## src/rtl/hazard_stall_controller.sv

```systemverilog
// hazard_stall_controller: front-end sequencing for the five-stage pipeline.
// It decides each cycle whether PC and IF/ID advance, hold or flush, and
// whether a bubble enters ID/EX. It covers load-use and branch-operand
// hazards, taken-branch flushes, memory-busy freezes and halt parking.
// Optional feature macro: HAZARD_STALL_COUNTER_EN builds the saturating
// stall-cycle counter. Without it, StallCycles is tied to zero.
module hazard_stall_controller #(
  parameter int unsigned REG_BITS = 4
) (
  input  logic                clk,
  input  logic                rst,
  input  logic [REG_BITS-1:0] IDRs,
  input  logic [REG_BITS-1:0] IDRt,
  input  logic                IDUsesRs,
  input  logic                IDUsesRt,
  input  logic                IDIsBranchReg,
  input  logic                IDHlt,
  input  logic                BranchTaken,
  input  logic [REG_BITS-1:0] EXRd,
  input  logic                EXRegWrite,
  input  logic                EXMemRead,
  input  logic [REG_BITS-1:0] MEMRd,
  input  logic                MEMMemRead,
  input  logic                IMemBusy,
  input  logic                DMemBusy,
  output logic                PCWriteEnable,
  output logic                IFIDWriteEnable,
  output logic                IFIDNoop,
  output logic                IDEXNoop,
  output logic                Freeze,
  output logic                Halted,
  output logic [15:0]         StallCycles
);

  typedef enum logic [1:0] {StRun, StStall, StHalt} state_e;

  state_e      r_state;
  state_e      w_state_next;
  logic [1:0]  r_stall_left;
  logic [1:0]  w_stall_left_next;

  logic        w_busy;
  logic        w_ex_match;
  logic        w_mem_match;
  logic [1:0]  w_need;

  assign w_busy = IMemBusy | DMemBusy;

  // R0 never carries a dependency since it is hard-wired to zero.
  assign w_ex_match = (EXRd != '0) &&
                      ((IDUsesRs && (IDRs == EXRd)) || (IDUsesRt && (IDRt == EXRd)));
  assign w_mem_match = (MEMRd != '0) &&
                       ((IDUsesRs && (IDRs == MEMRd)) || (IDUsesRt && (IDRt == MEMRd)));

  // Required bubble count for the instruction currently in ID.
  always_comb begin
    w_need = 2'd0;
    if (IDIsBranchReg) begin
      if (w_ex_match && EXMemRead) begin
        w_need = 2'd2;
      end else if (w_ex_match && EXRegWrite) begin
        w_need = 2'd1;
      end else if (w_mem_match && MEMMemRead) begin
        w_need = 2'd1;
      end
    end else if (w_ex_match && EXMemRead) begin
      w_need = 2'd1;
    end
  end

  // Next-state and output decode, in priority order rst > busy > halt > stall > flush.
  always_comb begin
    w_state_next      = r_state;
    w_stall_left_next = r_stall_left;
    PCWriteEnable     = 1'b1;
    IFIDWriteEnable   = 1'b1;
    IFIDNoop          = 1'b0;
    IDEXNoop          = 1'b0;
    Freeze            = 1'b0;
    Halted            = 1'b0;
    if (rst) begin
      w_state_next      = StRun;
      w_stall_left_next = 2'd0;
    end else if (w_busy) begin
      // Everything holds; the stall countdown resumes once memory is ready.
      PCWriteEnable   = 1'b0;
      IFIDWriteEnable = 1'b0;
      Freeze          = 1'b1;
      Halted          = (r_state == StHalt);
    end else if (r_state == StHalt) begin
      PCWriteEnable = 1'b0;
      IFIDNoop      = 1'b1;
      Halted        = 1'b1;
    end else if ((r_state == StStall) && (r_stall_left != 2'd0)) begin
      PCWriteEnable     = 1'b0;
      IFIDWriteEnable   = 1'b0;
      IDEXNoop          = 1'b1;
      w_stall_left_next = r_stall_left - 2'd1;
    end else if (w_need != 2'd0) begin
      // The first bubble is issued this cycle, so only N-1 remain.
      PCWriteEnable     = 1'b0;
      IFIDWriteEnable   = 1'b0;
      IDEXNoop          = 1'b1;
      w_state_next      = StStall;
      w_stall_left_next = w_need - 2'd1;
    end else if (IDHlt) begin
      w_state_next      = StHalt;
      w_stall_left_next = 2'd0;
    end else begin
      // Countdown exhausted and operands ready: advance, flushing on a taken branch.
      IFIDNoop          = BranchTaken;
      w_state_next      = StRun;
      w_stall_left_next = 2'd0;
    end
  end

  // State register with synchronous reset.
  always_ff @(posedge clk) begin
    if (rst) begin
      r_state      <= StRun;
      r_stall_left <= 2'd0;
    end else begin
      r_state      <= w_state_next;
      r_stall_left <= w_stall_left_next;
    end
  end

`ifdef HAZARD_STALL_COUNTER_EN
  logic [15:0] r_stall_cycles;

  // Count bubble and freeze cycles, saturating at all-ones.
  always_ff @(posedge clk) begin
    if (rst) begin
      r_stall_cycles <= 16'd0;
    end else if ((IDEXNoop || Freeze) && (r_stall_cycles != 16'hFFFF)) begin
      r_stall_cycles <= r_stall_cycles + 16'd1;
    end
  end

  assign StallCycles = r_stall_cycles;
`else
  assign StallCycles = 16'd0;
`endif

endmodule

```

## config.mk

```make
export PLATFORM = sky130hd
export DESIGN_NAME = hazard_stall_controller
export DESIGN_NICKNAME = d
export VERILOG_FILES = /design/src/rtl/hazard_stall_controller.sv
export SDC_FILE = /design/constraint.sdc
export NUM_CORES = 1
export LEC_CHECK = 0
export CAP_MARGIN = 15
export CORE_MARGIN = 8
export CORE_UTILIZATION = 30
export CTS_CLUSTER_SIZE = 10
export DETAILED_ROUTE_END_ITERATION = 10
export PLACE_DENSITY = 0.76
export SKIP_LAST_GASP = 1
export SYNTH_ARGS = -nofsm -noshare
export SYNTH_HDL_FRONTEND = slang
export SYNTH_SLANG_ARGS = --single-unit
```

## constraint.sdc

```tcl
create_clock -name clk -period 1.7 [get_ports clk]
set_clock_uncertainty 0.1 [all_clocks]
set_input_delay 0.34 -clock clk [delete_from_list [all_inputs] [get_ports clk]]
set_output_delay 0.34 -clock clk [all_outputs]
set_load 0.02 [all_outputs]
```

== After elaboration in Yosys (flattened, before gate mapping) ==
Cells that the tools add are included.

* Register bits: 4
* Bits of input ports: 28
* Output and inout bits: 22
* Word-level logic and storage cells: 65

* Add/sub/neg operators: 2
* Equality and inequality tests: 6
* Multiplexer cells: 33
* Bitwise gates (word level): 4
* Reductions and logical operators: 18

{| class="wikitable"
|+ Operator list
! kind !! number
|-
| 1-bit two-way mux || 27
|-
| 4-bit == test || 4
|-
| 2-bit two-way mux || 6
|-
| 1-bit logical AND || 10
|-
| 4-bit nonzero test || 2
|-
| 2-bit nonzero test || 2
|-
| 2-bit by 1-bit subtractor with 2-bit output, second input constant || 2
|-
| 1-bit NOT || 3
|-
| 3-bit AND reduction || 1
|-
| 2-bit by 1-bit == test with 1-bit output, second input constant || 1
|-
| 2-bit == test, second input constant || 1
|-
| 1-bit logical OR || 2
|-
| 2-bit AND reduction || 1
|-
| 1-bit bitwise OR || 1
|}

== Logic depth before layout (Yosys ltp) ==
Gate-level depths: netlist of run 1.

* Depth in word-level cells: 15
* Mapped depth: 7
* Gate-level depth less buffers: 7

== Worst setup path before layout of run 1 ==
No wires, ideal clock.

* Path kind: input-to-output
* Start point: input EXRd[3]
* End point: output IFIDNoop
* Data arrival time: 1569 ps
* Data required time: 1260 ps
* Slack: -309 ps
* Stages: 5
* Path buffers: 0
* Path through: or4_4 nand3_1 o21ai_1 a21o_2 o21ai_1

* Cells in the longest elaborated chain, start to end: 14
* Elaborated cells on any way between the ends: 19
* Those cells by class: 2 x eq/ne; 9 x mux; 8 x reduce/logical

{| class="wikitable"
|+ RTL lines
! element !! RTL line !! text
|-
| start: declaration || 19 || <nowiki>input logic [REG_BITS-1:0] EXRd,</nowiki>
|-
| 4-bit == test || 51 || <nowiki>((IDUsesRs && (IDRs == EXRd)) || (IDUsesRt && (IDRt == EXRd)));</nowiki>
|-
| 1-bit logical AND || 51 ||
|-
| 1-bit logical OR || 51 ||
|-
| 1-bit logical AND (*) || 50 || <nowiki>assign w_ex_match = (EXRd != '0) &&</nowiki>
|-
| 1-bit logical AND || 61 || <nowiki>end else if (w_ex_match && EXRegWrite) begin</nowiki>
|-
| 1-bit two-way mux || 61 ||
|-
| 2-bit two-way mux || 59 || <nowiki>if (w_ex_match && EXMemRead) begin</nowiki>
|-
| 2-bit two-way mux (*) || 58 || <nowiki>if (IDIsBranchReg) begin</nowiki>
|-
| 2-bit nonzero test (*) || 99 || <nowiki>end else if (w_need != 2'd0) begin</nowiki>
|-
| 1-bit two-way mux (*) || 99 ||
|-
| 1-bit two-way mux (*) || 94 || <nowiki>end else if ((r_state == StStall) && (r_stall_left != 2'd0)) begin</nowiki>
|-
| 1-bit two-way mux (*) || 90 || <nowiki>end else if (r_state == StHalt) begin</nowiki>
|-
| 1-bit two-way mux (*) || 84 || <nowiki>end else if (w_busy) begin</nowiki>
|-
| 1-bit two-way mux (*) || 81 || <nowiki>if (rst) begin</nowiki>
|-
| end: declaration || 28 || <nowiki>output logic IFIDNoop,</nowiki>
|}

Mark *: on every way between the ends. The rest lies on a longest branch, timed or not.

== Worst setup path after layout of run 1 ==
* Start point: input EXRd[3]
* End point: output IDEXNoop

* Cells in the longest elaborated chain, start to end: 14
* Elaborated cells on any way between the ends: 19
* Those cells by class: 2 x eq/ne; 9 x mux; 8 x reduce/logical

{| class="wikitable"
|+ RTL lines
! element !! RTL line !! text
|-
| 4-bit == test || 51 ||
|-
| 1-bit logical AND || 51 ||
|-
| 1-bit logical OR || 51 ||
|-
| 1-bit logical AND (*) || 50 ||
|-
| 1-bit logical AND || 61 ||
|-
| 1-bit two-way mux || 61 ||
|-
| 2-bit two-way mux || 59 ||
|-
| 2-bit two-way mux (*) || 58 ||
|-
| 2-bit nonzero test (*) || 99 ||
|-
| 1-bit two-way mux (*) || 99 ||
|-
| 1-bit two-way mux (*) || 94 ||
|-
| 1-bit two-way mux (*) || 90 ||
|-
| 1-bit two-way mux (*) || 84 ||
|-
| 1-bit two-way mux (*) || 81 ||
|-
| end: declaration || 29 || <nowiki>output logic IDEXNoop,</nowiki>
|}

Marks and branches as above.

==> results of run 1 <==
kinds of logic after synthesis:
kind of cell               synth area share [%]
AOI/OAI and AO/OA                         20.52
xor gates and xnor gates                  20.70
adders and majority gates                 1.848
buffers and inverters                     21.63
DFF                                       11.83
other                                    0.5540
and+or+nand+nor                           22.92
per-stage QoR:
step	hold slack [ns]	power [uW]
after global placement	0.3682	367.1
after detailed placement	0.3967	374.6
final	0.4023	563.5
after global routing	0.4570	588.7
after floorplan	0.3570	253.8
after CTS	0.4051	535.6
cell type report:
type	instances	share of cell area (%)
Timing Repair Buffer	70	40.67
Multi-Input combinational cell	83	48.80
Sequential cell	4	5.565
Inverter	4	1.027
Tap cell	28	2.397
Clock buffer	3	1.541
layer usage:
layer / share of wire, % / wire (um) / global-route usage (%)
met1: 35 / 1004 / 12.40
met2: 55 / 1600 / 26.62
met3: 5.3 / 155 / 4.594
met4: 5.0 / 144 / 10.03
met5: 0 / 0 / 0
critical path, delay by kind of cell:
| family | cells | cell delay (ns) |
|---|---|---|
| compound gates | 3 | 0.30 |
| buf+inv | 3 | 0.37 |
| simple gates | 2 | 0.65 |
flip-flops by register name (all words and copies together) (netlist names):
| signal | flops |
|---|---|
| r_stall_left | 2 |
| r_state | 2 |
what timing repair did:
action                                  4_1_cts  5_1_grt
gates cloned                                  0        0
endpoints found under the setup margin        9        8
pin swaps                                    26       19
gates resized for setup                     124       19
setup buffers                                10        1
where the power goes:
group	switching [uW]	total (uW)	internal, uW
clock	50.1	130	79.7
combinational	164	335	170
sequential	1.96	99.3	97.3
Yosys cell counts (2+ instances only):
| cell type | count | share of area, % |
|---|---|---|
| o21ai_1 | 3 | 2.2 |
| nand2_1 | 7 | 3.9 |
| dfxtp_1 | 4 | 12 |
| nand3_1 | 2 | 1.5 |
| xor2_1 | 6 | 7.8 |
| nor3_1 | 5 | 3.7 |
| nand4_1 | 2 | 1.8 |
| a311oi_1 | 2 | 2.6 |
| nor2_1 | 8 | 4.4 |
| a21oi_1 | 3 | 2.2 |
| buf_4 | 16 | 18 |
| inv_1 | 4 | 2.2 |
| xnor2_1 | 10 | 13 |
path summary, 6_finish.rpt:
| check | endpoint | slack, ns |
|---|---|---|
| max reg2reg | r_state[1] | 0.14 |
| min reg2reg | r_stall_left[1] | 0.40 |
| min | r_stall_left[1] | 0.40 |
| max | IDEXNoop | -0.42 |
==> impl_metrics.env, run 1 <==
export IMPL_run_status="complete, but fails checks"
export IMPL_violations="negative setup slack"
export IMPL_drc=0
export IMPL_arrival_ns=1.68
export IMPL_place_gp_congestion=0.8072
export IMPL_htreeDepth=1
export IMPL_vdd_drop_max_uv=204.5
export IMPL_vias_per_cell=4.672
export IMPL_core_area_sq_um=2170
export IMPL_final_util_pct=67.36
export IMPL_cts_tree="yes"
export IMPL_final_fill_count=185
export IMPL_cts_sinks=4
export IMPL_seq_area_sq_um=81.33
export IMPL_wl_mm=2.906
export IMPL_io_pins=50
export IMPL_synth_edf_count=0
export IMPL_slew_violations=0
export IMPL_multi_input_area_sq_um=713.2
export IMPL_clk_latency_ns=0.25
export IMPL_layout_common_cells="buf_4, conb_1, buf_6, dlygate4sd2_1, nand2_1"
export IMPL_ant_nets=0
export IMPL_hold_viol=0
export IMPL_finalSetupViolCount=5
export IMPL_drt_first_pass_iters=4
export IMPL_die_h_um=63.50
export IMPL_min_period_ns=2.115
export IMPL_fp_dieArea_sq_um=4032
export IMPL_period_share_pct=124.4
export IMPL_timing_final_ws_setup_ns=-0.4152
export IMPL_cts_made_buffers=3
export IMPL_end_kind="primary output"
export IMPL_synth_distinct_cells=34
export IMPL_antenna_cells=0
export IMPL_clk_path_buf_depth=2
export IMPL_grt_pass1_wl_mm=4.664
export IMPL_max_freq_mhz=472.8
export IMPL_powerDensity_nw_per_um2=385.6
export IMPL_rsz0062_at_grt="true"
export IMPL_routed_via_count=897
export IMPL_antenna_found_initial=0
export IMPL_final_common_cell="buf_4"
export IMPL_critPathLaunchType="primary input"
export IMPL_critical_path_required_ns=1.26
export IMPL_placed_area_sq_um=1219
export IMPL_grt_max_degree=10
export IMPL_crit_fanout=3
export IMPL_wire_per_inst_um=15.14
export IMPL_die_x_um=63.50
export IMPL_grt_usage_pct=14.21
export IMPL_dp_slack_ns=-1.273
export IMPL_path_cells="buf_6 > or4_4 > nand3_2 > o21ai_2 > a21oi_2 > buf_4 > a21oi_2 > buf_6"
export IMPL_finish_instance_area_sq_um=1461
export IMPL_async_flop_share_pct=0
export IMPL_overflow=0
export IMPL_initial_core_util_pct=31.20
export IMPL_path_class="primary input to primary output"
export IMPL_syn_inst=93
export IMPL_yosys_most_used_dff="dfxtp_1"
export IMPL_leakage_uw=0.0006771
export IMPL_cts_root_buf="clkbuf_4"
export IMPL_reg2regPathDepth=9
export IMPL_cts_hold_buf=0
export IMPL_seq_area_frac_synth_pct=11.83
export IMPL_area_growth_pct=115.9
export IMPL_path_clk_slew_ns=0.04
export IMPL_syn_area_per_cell_sq_um=7.278
export IMPL_synth_area_sq_um=676.9
export IMPL_worstHoldPathCells=2
export IMPL_startpoint="EXRd[3]"
export IMPL_ys_warn_count=0
export IMPL_maxCapViolCount=0
export IMPL_tns_ns=-1.880
export IMPL_grt_pass1_vias=1062
export IMPL_drive_gt1_share_pct=57.93
export IMPL_portBuffers=33
export IMPL_critPathMaxStageDelay_ns=0.56
export IMPL_nets=195
export IMPL_dp_hpwl_mm=2.174
export IMPL_hold_class="register to register"
export IMPL_slowest_stage="or4_4"
export IMPL_place_inst=179
export IMPL_ys_seq_elements=4
export IMPL_r2r_start="r_stall_left[0]"
export IMPL_drt_iter0_markers=12
export IMPL_layout_cells_non_filler=192
export IMPL_num_rows=17
export IMPL_hp_start="r_stall_left[1]"
No activity file was read; power rests on OpenSTA's default activity.
==> inputs of run 2 (changes only) <==
- ABC_CLOCK_PERIOD_IN_PS: not set -> 1700
- CTS_CLUSTER_DIAMETER: not set -> 30
==> results of run 2 <==
The final DEF is identical to that of run 1; final timing and power are the same.
==> variant, RTL diff (settings of run 1) <==
The parameter `REG_BITS` goes from 4 to 6.
--- a/src/rtl/hazard_stall_controller.sv
+++ b/src/rtl/hazard_stall_controller.sv
@@ -5,7 +5,7 @@
 // Optional feature macro: HAZARD_STALL_COUNTER_EN builds the saturating
 // stall-cycle counter. Without it, StallCycles is tied to zero.
 module hazard_stall_controller #(
-  parameter int unsigned REG_BITS = 4
+  parameter int unsigned REG_BITS = 6
 ) (
   input  logic                clk,
   input  logic                rst,
Interface: changed (resized EXRd, IDRs, IDRt and MEMRd); port bits go from 50 to 58. The function was not compared with the original's and may differ.
==> variant against run 1 <==
  * The run still ends with setup timing left
  * Power shrank 0.71%
  * Worst setup slack gained 0.089 ns
  * Combinational power grew 2%
  * Wire length grew 9.1%
  * Die area grew 8.7%
  * Design area grew 3.2%
  * First-iteration DRC count grew to 4.1 times the old value
  * Sequential cell count is the same
  * Global-route usage shrank 0.95 points
  * Synthesized area grew 12%
  * Count of clock-buffer cells in the layout is the same
==> variant: results (changes against run 1) <==
initial antenna violation count: 0 (unchanged)
# nets final: 202 (+3.6%)
top cells by area, synth: xnor2_1, buf_4, dfxtp_1, nand4_1, nor2_1
Synth Area in Compound Gates: 0.1639 (-0.04127)
Yosys cell types: 30 (-12%)
worst setup path start: IDRt[3]
outcome: finished, violations left
largest net degree at the start of global routing: 10 (unchanged)
sequential area share after synthesis: 0.1060 (-0.01234)
slowest stage delay, CP: 0.27 ns (-0.29 ns)
gpl congestion: 0.8319 (+3.1%)
Worst R2R Start: r_state[1]
Critical-path top delay cell: o22ai_2
main combinational cell family by area after synthesis: XOR/XNOR gates
Final HPWL DP: 2.322 mm (+6.8%)
internal power: 0.0003528 W (+1.7%)
synthesized area per cell: 7.267 um2 (-0.16%)
CP max FO: 4 (+1)
met2 global-route usage: 0.2316 (-0.03456)
Comb power frac: 0.610 (+0.016)
first-pass GRT wire length: 4.602 mm (-1.3%)
final hold slack: 0.4239 ns (+0.02161 ns)
most common library cells after synthesis: xnor2_1, buf_4, nor2_1
Static Leak: 0.6711 nW (-0.88%)
vias in the first global route: 1038 (-2.3%)
WL final: 3.171 mm (+9.1%)
CTS buffer count: 3 (unchanged)
Final Hold Vio Count: 0 (unchanged)
Combinational Power: 0.000341 W (+2%)
clock network power share: 0.213 (-0.017)
DP Worst Slack: -1.251 ns (+0.02188 ns)
FF-to-FF path depth: 7 (-2)
Final Setup Violations: 5 (unchanged)
Post-CTS Repair Setup Buffers: 0 (-10)
all-layer global routing usage: 0.1326 (-0.009518)
cts repair resizes: 186 (+50%)
Port Buffer Count: 41 (+24%)
Cell Area, Placed: 1261 um2 (+3.5%)
CP Data Arrival Time: 1.59 ns (-0.09 ns)
Setup WS post-layout: -0.3259 ns (+0.08926 ns)
placed insts: 188 (+5.0%)
failing checks: setup timing
n_diodes: 0 (unchanged)
share of cells above drive strength 1: 0.5644 (-0.01485)
Synth Area in XOR/XNOR: 0.2781 (+0.07112)
register area: 83.83 um2 (+3.1%)
setup tns final: -1.224 ns (+0.6561 ns)
met1 GRT Util: 0.1331 (+0.009139)
most common cell in the synthesized netlist: xnor2_1
critical path endpoint: PCWriteEnable
filler instances: 204 (+10%)
met3 GRT Util: 0.04237 (-0.003564)
hold_sp: r_stall_left[1]
total number of vias: 969 (+8.0%)
Starting DRT DRC Count: 49 (+37)
Post-Layout Cell Count: 193 (+0.52%)
flop-to-flop setup slack: -0.08 ns (-0.22 ns)
crit-path leading delay family: compound AO/OA/AOI/OAI gates
RR Endpoint: r_stall_left[0]
==> variant: changes by cell type in the layout (fill, tap and decap cells not counted), sizes merged, moves of 3 or more <==
cell	run 1	this run
xor2	6	0
buf	55	47
xnor2	10	24
nand4	2	5
==> variant: final cells by class <==
type / instances / area share
Sequential cell: 4 / 0.05560
Timing Repair Buffer: 58 / 0.3311
Inverter: 3 / 0.007469
Clock buffer: 3 / 0.01494
Tap cell: 30 / 0.02490
Multi-Input combinational cell: 95 / 0.5660
==> variant: logic make-up (layout without fill, tap and decap cells) <==
family	count (synthesis)	in the layout
simple gates	37	37
xor+xnor	24	24
buf+inv	20	64
compound gates	17	17
flops	4	4
fa+ha+maj	1	1
other cells	1	16
==> variant: metal layers <==
metal / vias to the layer above / share of wire / wire length [um]
met5: - / 0 / 0
met1: 452 / 0.36 / 1135
met4: 0 / 0.031 / 97
met3: 12 / 0.094 / 298
li1: 455 / - / -
met2: 50 / 0.52 / 1640
